`src/rtl/alu_arb_pkg.sv`:
```
// Shared types for the shared-ALU arbiter: opcodes, response buffer states, id width helper.
// Optional lock feature of the arbiter is enabled with the ALU_ARB_LOCK_EN macro.
package alu_arb_pkg;

    typedef enum logic [1:0] {
        OP_ADD  = 2'd0,
        OP_SUB  = 2'd1,
        OP_EQ   = 2'd2,
        OP_PASS = 2'd3
    } alu_op_e;

    typedef enum logic {
        EMPTY = 1'b0,
        FULL  = 1'b1
    } buf_state_e;

    // An id field is never narrower than one bit, even for a single requester.
    function automatic int id_width(input int n);
        return ($clog2(n) < 1) ? 1 : $clog2(n);
    endfunction

endpackage

```
`src/rtl/alu_share_arbiter_rr_pick.sv`:
```
// Combinational round-robin picker: first valid index at or after the pointer, wrapping.
// Generic so other arbiters can reuse it.
module rr_pick #(
    parameter int NUM_REQ = 4,
    parameter int IDW     = 2
) (
    input  logic [IDW-1:0]     i_ptr,
    input  logic [NUM_REQ-1:0] i_valid,
    output logic [IDW-1:0]     o_grant,
    output logic               o_any_valid
);

    // Scan from the farthest offset down so the closest valid index wins last.
    always_comb begin
        int idx;
        idx         = 0;
        o_grant     = '0;
        o_any_valid = 1'b0;
        for (int k = NUM_REQ - 1; k >= 0; k--) begin
            idx = int'(i_ptr) + k;
            if (idx >= NUM_REQ) begin
                idx = idx - NUM_REQ;
            end
            if (i_valid[idx]) begin
                o_grant     = IDW'(idx);
                o_any_valid = 1'b1;
            end
        end
    end

endmodule

```
`src/rtl/alu_share_arbiter.sv`:
```
// Round-robin sharing of one small ALU among NUM_REQ requesters with a one-entry response buffer.
// Define ALU_ARB_LOCK_EN to add req_lock, which lets the accepted requester keep the pointer (bursts).
module alu_share_arbiter
    import alu_arb_pkg::*;
#(
    parameter  int NUM_REQ = 4,
    parameter  int WIDTH   = 4,
    localparam int IDW     = id_width(NUM_REQ)
) (
    input  logic                     clk,
    input  logic                     rst_n,
    input  logic [NUM_REQ-1:0]       req_valid,
    output logic [NUM_REQ-1:0]       req_ready,
    input  logic [2*NUM_REQ-1:0]     req_op,
    input  logic [WIDTH*NUM_REQ-1:0] req_a,
    input  logic [WIDTH*NUM_REQ-1:0] req_b,
`ifdef ALU_ARB_LOCK_EN
    input  logic [NUM_REQ-1:0]       req_lock,
`endif
    output logic                     rsp_valid,
    input  logic                     rsp_ready,
    output logic [WIDTH-1:0]         rsp_data,
    output logic [IDW-1:0]           rsp_id
);

    buf_state_e       r_state;
    buf_state_e       w_stateNext;
    logic [IDW-1:0]   r_ptr;
    logic [IDW-1:0]   w_ptrNext;
    logic [IDW-1:0]   w_grant;
    logic             w_anyValid;
    logic             w_canAccept;
    logic             w_accept;
    alu_op_e          w_op;
    logic [WIDTH-1:0] w_a;
    logic [WIDTH-1:0] w_b;
    logic [WIDTH-1:0] w_aluResult;
    logic [WIDTH-1:0] r_rspData;
    logic [IDW-1:0]   r_rspId;

    rr_pick #(
        .NUM_REQ (NUM_REQ),
        .IDW     (IDW)
    ) u_pick (
        .i_ptr       (r_ptr),
        .i_valid     (req_valid),
        .o_grant     (w_grant),
        .o_any_valid (w_anyValid)
    );

    // Gating with rst_n keeps req_ready low while reset is held, even though the buffer reads EMPTY.
    assign w_canAccept = rst_n & ((r_state == EMPTY) | rsp_ready);
    assign w_accept    = w_anyValid & w_canAccept;

    always_comb begin
        req_ready = '0;
        if (w_anyValid) begin
            req_ready[w_grant] = w_canAccept;
        end
    end

    assign w_op = alu_op_e'(req_op[2*int'(w_grant) +: 2]);
    assign w_a  = req_a[WIDTH*int'(w_grant) +: WIDTH];
    assign w_b  = req_b[WIDTH*int'(w_grant) +: WIDTH];

    always_comb begin
        w_aluResult = '0;
        case (w_op)
            OP_ADD:  w_aluResult = w_a + w_b;
            OP_SUB:  w_aluResult = w_a - w_b;
            OP_EQ:   w_aluResult = {{(WIDTH-1){1'b0}}, (w_a == w_b)};
            OP_PASS: w_aluResult = w_a;
            default: w_aluResult = '0;
        endcase
    end

    // The pointer only moves on an accept, so a stalled grant keeps its turn.
    always_comb begin
        w_ptrNext = r_ptr;
        if (w_accept) begin
            if (int'(w_grant) == NUM_REQ - 1) begin
                w_ptrNext = '0;
            end else begin
                w_ptrNext = w_grant + 1'b1;
            end
`ifdef ALU_ARB_LOCK_EN
            if (req_lock[w_grant]) begin
                w_ptrNext = w_grant;
            end
`endif
        end
    end

    always_comb begin
        w_stateNext = r_state;
        case (r_state)
            EMPTY: begin
                if (w_accept) begin
                    w_stateNext = FULL;
                end
            end
            FULL: begin
                if (!w_accept && rsp_ready) begin
                    w_stateNext = EMPTY;
                end
            end
            default: w_stateNext = EMPTY;
        endcase
    end

    always_ff @(posedge clk or negedge rst_n) begin
        if (!rst_n) begin
            r_state   <= EMPTY;
            r_ptr     <= '0;
            r_rspData <= '0;
            r_rspId   <= '0;
        end else begin
            r_state <= w_stateNext;
            r_ptr   <= w_ptrNext;
            if (w_accept) begin
                r_rspData <= w_aluResult;
                r_rspId   <= w_grant;
            end
        end
    end

    assign rsp_valid = (r_state == FULL);
    assign rsp_data  = r_rspData;
    assign rsp_id    = r_rspId;

endmodule

```
`config.mk`:
```
export PLATFORM = sky130hd
export DESIGN_NAME = alu_share_arbiter
export DESIGN_NICKNAME = d
export VERILOG_FILES = /design/src/rtl/alu_arb_pkg.sv /design/src/rtl/alu_share_arbiter_rr_pick.sv /design/src/rtl/alu_share_arbiter.sv
export SDC_FILE = /design/constraint.sdc
export NUM_CORES = 1
export LEC_CHECK = 0
export CAP_MARGIN = 20
export CELL_PAD_IN_SITES_DETAIL_PLACEMENT = 2
export CELL_PAD_IN_SITES_GLOBAL_PLACEMENT = 2
export CORE_MARGIN = 10
export CORE_UTILIZATION = 23
export CTS_CLUSTER_DIAMETER = 50
export DETAILED_ROUTE_END_ITERATION = 7
export PLACE_DENSITY = 0.95
export REMOVE_ABC_BUFFERS = 1
export SLEW_MARGIN = 0
export SYNTH_ARGS = -nofsm -noshare
export SYNTH_HDL_FRONTEND = slang
export SYNTH_SLANG_ARGS = --single-unit
export TNS_END_PERCENT = 10
```
`constraint.sdc`:
```
create_clock -name clk -period 5.65 [get_ports clk]
set_input_delay 1.13 -clock clk [delete_from_list [all_inputs] [get_ports clk]]
set_output_delay 1.13 -clock clk [all_outputs]
set_load 0.02 [all_outputs]
```
### After elaboration in Yosys (flattened, before gate mapping)

Cells that the tools add are included.

| storage, ports and cells | value |
|---|---|
| bits in writable memories | 0 |
| memory bits (read-only) | 0 |
| memories kept | 0 |
| output and inout bits | 11 |
| bits of input ports | 47 |
| register bits after elaboration | 9 |
| latch bits | 0 |

| cells by class | value |
|---|---|
| divide/modulo/power cells | 0 |
| $lt $le $gt $ge | 10 |
| shift-type cells | 3 |
| equality and inequality tests | 5 |
| reduce and logical (&&, ||, !) cells | 4 |
| mux-type cells | 32 |
| add/subtract/negate cells | 10 |
| multipliers | 0 |
| bitwise gates (word level) | 5 |

Operators by type and width:

| kind | count |
|---|---|
| 32-bit by 4-bit < comparator with 1-bit output (second input constant) | 4 |
| 32-bit two-way mux | 4 |
| 32-bit by 4-bit greater-or-equal comparator with 1-bit output (second input constant) | 3 |
| 32-bit by 4-bit subtractor with 32-bit output (second input constant) | 3 |
| 16-bit by 5-bit variable part select with 4-bit output | 2 |
| 4-bit one-hot mux with 4 select lines | 1 |
| 1-bit two-way mux | 15 |
| 2-bit two-way mux | 5 |
| 1-bit binary-select mux with 2-bit select | 4 |
| 8-bit by 4-bit variable part select with 2-bit output | 1 |
| 2-bit by 2-bit adder with 3-bit output (second input constant) | 2 |
| 4-bit adder | 1 |
| 4-bit bitwise AND | 1 |
| 2-bit by 1-bit == test with 1-bit output (second input constant) | 2 |
| 2-bit == test (second input constant) | 2 |
| 4-bit == test | 1 |
| 4-bit two-way mux | 1 |
| 2-bit by 3-bit subtractor with 4-bit output (second input constant) | 1 |
| 4-bit subtractor | 1 |
| 2-bit by 1-bit adder with 3-bit output (second input constant) | 1 |
| 2-bit by 3-bit greater-or-equal comparator with 1-bit output (second input constant) | 1 |
| 2-bit by 3-bit < comparator with 1-bit output (second input constant) | 1 |
| 2-bit by 1-bit adder with 2-bit output (second input constant) | 1 |
| 1-bit bitwise AND | 2 |
| other kinds (8) | 9 |

### Depth between registers and ports, before layout

| logic depth | value |
|---|---|
| word-level depth | 16 |
| depth in mapped cells | 18 |

### By module

A second synthesis with hierarchy kept.

| second synthesis, totals | value |
|---|---|
| cell total of the unflattened synthesis | 109 |
| area, all modules | 1117.3 µm² |

By module, submodules not included:

| module | times used | cells an instance | sequential area each (µm²) | area an instance (µm²) |
|---|---|---|---|---|
| alu_share_arbiter | 1 | 96 | 225.2 | 1039.7 |
| rr_pick | 1 | 13 | 0.0 | 77.6 |

### Worst setup path after synthesis

Ideal clock, no wire load.

| path | value |
|---|---|
| kind | in2reg |
| from | input req_valid[3] |
| to | register r_rspData[3] (netlist: rsp_data[3]) |
| cell stages on the path | 14 |
| data arrival time | 3.693 ns |
| slack | 1.875 ns |
| cells stage by stage | inv_2 > a22o_1 > a221oi_4 > buf_2 > mux2i_1 > nand2_1 > and2_1 > ha_1 > a21o_1 > a21oi_1 > xnor3_1 > nor2b_1 > o21ai_1 > a31oi_1 |

| between the ends | value |
|---|---|
| longest elaborated chain between the ends | 10 |
| elaborated cells on any way between the ends | 31 |
| classes of those cells | add/sub (2); eq/ne (3); shift (3); mux (21); bitwise (1); reduce/logical (1) |

RTL lines:

| what | RTL line | text |
|---|---|---|
| start: declaration | alu_share_arbiter.sv:12 | `input logic [NUM_REQ-1:0] req_valid,` |
| 1-bit binary-select mux with 2-bit select | alu_share_arbiter_rr_pick.sv:24 | `if (i_valid[idx]) begin` |
| 1-bit two-way mux (not written as such) (2 in series) | alu_share_arbiter_rr_pick.sv:24 |  |
| 2-bit two-way mux (3 in series) | alu_share_arbiter_rr_pick.sv:24 |  |
| 2-bit two-way mux (*) | alu_share_arbiter_rr_pick.sv:24 |  |
| net u_pick.o_grant[0] | alu_share_arbiter_rr_pick.sv:9 | `output logic [IDW-1:0] o_grant,` |
| 16-bit by 5-bit variable part select with 4-bit output, or another cell as far along | alu_share_arbiter.sv:63 | `assign w_a = req_a[WIDTH*int'(w_grant) +: WIDTH];` |
| 4-bit subtractor, or another cell as far along | alu_share_arbiter.sv:70 | `OP_SUB: w_aluResult = w_a - w_b;` |
| 4-bit one-hot mux with 4 select lines (*) | alu_share_arbiter.sv:68 | `case (w_op)` |
| end signal: assignment | alu_share_arbiter.sv:121 | `r_rspData <= w_aluResult;` |
| end: declaration | alu_share_arbiter.sv:38 | `logic [WIDTH-1:0] r_rspData;` |

The timed path passes the listed nets; every way through them passes the cells marked *. The select of a mux whose other input is x is not followed.
A chain may end at the register's enable or synchronous reset.

### Worst setup path after layout

| path | value |
|---|---|
| from | input req_valid[3] |
| to | output req_ready[2] |

| between the ends | value |
|---|---|
| longest elaborated chain between the ends | 13 |
| elaborated cells on any way between the ends | 27 |
| classes of those cells | order compare (2); mux (23); bitwise (1); reduce/logical (1) |

RTL lines:

| what | RTL line | text |
|---|---|---|
| 1-bit binary-select mux with 2-bit select | alu_share_arbiter_rr_pick.sv:24 |  |
| 1-bit two-way mux (not written as such) (2 in series) | alu_share_arbiter_rr_pick.sv:24 |  |
| 2-bit two-way mux (4 in series) | alu_share_arbiter_rr_pick.sv:24 |  |
| 2-bit by 3-bit < comparator with 1-bit output (not written as such) or 2-bit by 1-bit greater-or-equal comparator with 1-bit output (tied branches) | alu_share_arbiter.sv:58 | `req_ready[w_grant] = w_canAccept;` |
| 1-bit logical AND (not written as such) | alu_share_arbiter.sv:58 |  |
| 1-bit two-way mux (not written as such) | alu_share_arbiter.sv:58 |  |
| 1-bit demux with 2-bit select | alu_share_arbiter.sv:58 |  |
| 4-bit bitwise AND (no line) | n/a |  |
| 4-bit two-way mux (*) | alu_share_arbiter.sv:57 | `if (w_anyValid) begin` |
| end: declaration | alu_share_arbiter.sv:13 | `output logic [NUM_REQ-1:0] req_ready,` |

Mark *: on every way between the ends. The rest lies on a longest branch, timed or not. The select of a mux whose other input is x is not followed.

==> results by group <==
Outcome
  – Status: finished, final reports clean

Route
  – Met2 Wirelength: 2.01 mm
  – Drt drc: 0
  – Via count: approximately 1200
  – Top Metal Used: met4
  – Antenna Nets Post-Route: 0
  – DR pass1 iterations: 2
  – Wirelength per Cell: ~16 um
  – DRT met1 WL: 1.79 mm
  – Routed length on met3: 431 um
  – Vias per Instance: around 4.5
  – 1st-iter DRT viols: 10
  – DRT Wirelength: ~4.3 mm

Clock network
  – CTS max path bufs: 2
  – # Post-CTS Setup Buffers: 0
  – Root Buffer: clkbuf_8
  – CTS buffer count: 3
  – Cts repair resizes: 0
  – CTS Hold Bufs: 0
  – Clock Sinks: 9
  – Clock-pin transition on the worst setup and hold timing paths: roughly 40 ps
  – CTS tree: built
  – Clock Latency Late Sink: between 200 and 250 ps
  – Htree depth: 1

Die
  – IO Pins: slightly below 60
  – Core area: around 4800 um2
  – Chip height: just over 90 um
  – Die Width: a little over 90 um
  – Full die area: 8230 um2
  – Num rows: 25
  – Initial Utilization: between 20% and 30%

Worst setup path
  – Crit-path slowest cell: a221oi_4
  – R2R cell count: 13
  – CP Class: input port to primary output
  – Worst path bufs/invs: 4
  – Highest cell delay on the worst timing path: roughly 590 ps
  – Cell mode on critical path: clkdlybuf4s50_1
  – Critical Path AT: between 3000 and 4000 ps
  – Worst Path Required: between 4000 and 5000 ps
  – Crit path max fanout: 12
  – CP endpoint kind: primary output
  – Crit start category: input port
  – Worst reg2reg path startpoint: r_ptr[0]$_DFFE_PN0P_
  – Crit-path cells: clkdlybuf4s50_1 > inv_2 > a22o_1 > a221oi_4 > inv_1 > ha_1 > and2_1 > clkdlybuf4s50_1
  – RR Endpoint: rsp_data[3]$_DFFE_PN0P_
  – R2r setup slk: ~2200 ps
  – CP delay by family, top: buffers and inverters

Timing
  – RSZ-0062 raised after global routing: false
  – Tcrit/Tclk final: a little over four fifths
  – Max-Slew Margin vs Limit: approximately 55%
  – Hold Fails Final Rpt: 0
  – Endpoints failing setup: 0
  – Final Critical Period: between 4000 and 5000 ps
  – Fmax: 209 MHz
  – Max Slew Vio Count: 0
  – Setup TNS: 0 ps
  – Clock Skew: ~2.5 ps
  – Worst slew pin tran: approximately 670 ps

GRT
  – Number of global-route vias before repair: roughly 1400
  – Grt total ovfl: 0
  – GRT Util Overall: 10.4%
  – Initial antenna violation count: 0
  – First-pass GRT wire length: 7.12 mm
  – Largest net degree at the start of global routing: 17

Pwr
  – Worst vdd ir: approximately 90 uV
  – Design Power: between 0.0007 and 0.0008 W
  – Pwr/cell area: 402 nW/um2
  – Pleak: about 0.83 nW

Cells and area
  – P&R area growth vs syn: 61.3%
  – Share of cells above drive strength 1: between 10% and 20%
  – Nets: ~260
  – Antenna diodes: 0

Yosys
  – Largest cells by area after synthesis: dfrtp_1 20%, mux2i_1 15%, ha_1 11%, mux2_2 7.8%, nand2_1 5.5%
  – Post-Syn Area per Cell: around 8.6 um2
  – Flops & latches, synth: 9
  – Post-Synthesis Cells: 134
  – Post-synth top area share: 19.6%
  – Cell variety after synth: 34
  – Dominant cell type by area after synthesis: dfrtp_1
  – Synthesized area: about 1200 um2
  – Main synth FF type: dfrtp_1
  – Asr flop ratio synth: 100%
  – Yosys warnings: 0
  – Most frequent cells after synthesis: 17 x mux2i_1, 17 x nand2_1, 12 x inv_1
  – Post-synth EDFFs: 0
  – Sequential area share after synthesis: 19.6%

Placement
  – Final GP Congestion: between 0.7 and 0.8
  – Dpl hpwl: about 3.7 mm
  – IO Port Bufs: 57

Hold path
  – WHS Path Cells: 1
  – Hold Path End: rsp_id[1]$_DFFE_PN0P_
  – Hold_sp: rsp_id[1]$_DFFE_PN0P_
  – Hold Path Class: register to register

Flow run
  – Max-Cap Viols: 0
## kinds of logic after synthesis
| family | Yosys count | synth area share [%] |
|---|---|---|
| simple gates | 41 | 16.4 |
| mux | 26 | 23.9 |
| fa+ha+maj | 12 | 14.3 |
| flops | 9 | 19.6 |
| compound gates | 24 | 14.9 |
| xor+xnor | 4 | 4.24 |
| buf+inv | 18 | 6.63 |
## cell usage in the layout (no fill, tap or decap), types with 6 or more instances in the layout
master           synthesis  final
a21oi_1                  6      6
and2_1                   6      6
clkdlybuf4s50_1          0     57
dfrtp_1                  9      9
ha_1                    10     10
inv_1                   12     12
mux2_2                   8      8
mux2i_1                 17     17
nand2_1                 17     17
nor2_1                  11     11
## report_power, final
part | internal (W) | switching [W]
combinational | 0.000264 | 0.000289
clock | 0.0000494 | 0.0000283
sequential | 0.0000926 | 0.0000225
total | 0.000406 | 0.000340
## worst max path at each step
stage	slack, ps	depth (start not counted)	startpoint	endpoint
after global routing	660	8	req_valid[3]	req_ready[0]
final	870	8	req_valid[3]	req_ready[2]
after CTS	830	8	req_valid[3]	req_ready[0]
after detailed placement	840	14	req_valid[3]	rsp_data[3]$_DFFE_PN0P_
after global placement	930	8	req_valid[3]	req_ready[2]
after floorplan	1700	13	req_valid[0]	rsp_data[3]$_DFFE_PN0P_
## layout make-up
type,count,area [um2]
Tap cell,67,83.8
Timing Repair Buffer,61,601
Clock buffer,4,45.0
Fill cell,552,2930
Multi-Input combinational cell,107,850
Inverter,14,52.6
Sequential cell,9,225
## state kept, by name (all words and copies together), names as in the netlist
| register | count |
|---|---|
| rsp_data | 4 |
| r_ptr | 2 |
| rsp_id | 2 |
| rsp_valid | 1 |
## through the flow
stage               instances  hold WS, ps  setup slack (ps)  util [%]  area, um2
global route              262          532               656      38.8       1860
floorplan                 130          508              1700         -       1130
CTS                       262          513               833      38.8       1860
global placement          258          483               933      37.9       1810
detailed placement        258          503               844      37.9       1810
finish                    262          507               872      38.8       1860
## routing by layer
metal	global-route usage [%]	vias up
li1	-	582
met1	11.3	551
met2	18.0	48
met3	3.91	7
met4	3.58	0
met5	0	-
## worst register-to-register path: stages (launching register included)
cell      delay (ps)
dfrtp_1          360
inv_1             60
a22o_1           250
a221oi_4         590
buf_4            300
nor2_1            70
a31oi_1          410
ha_1             350
a21o_1           180
a21oi_1          200
xnor3_1          240
nor2b_1          120
o21ai_1           70
a31oi_1          180
Power figures use the tool's default switching activity.
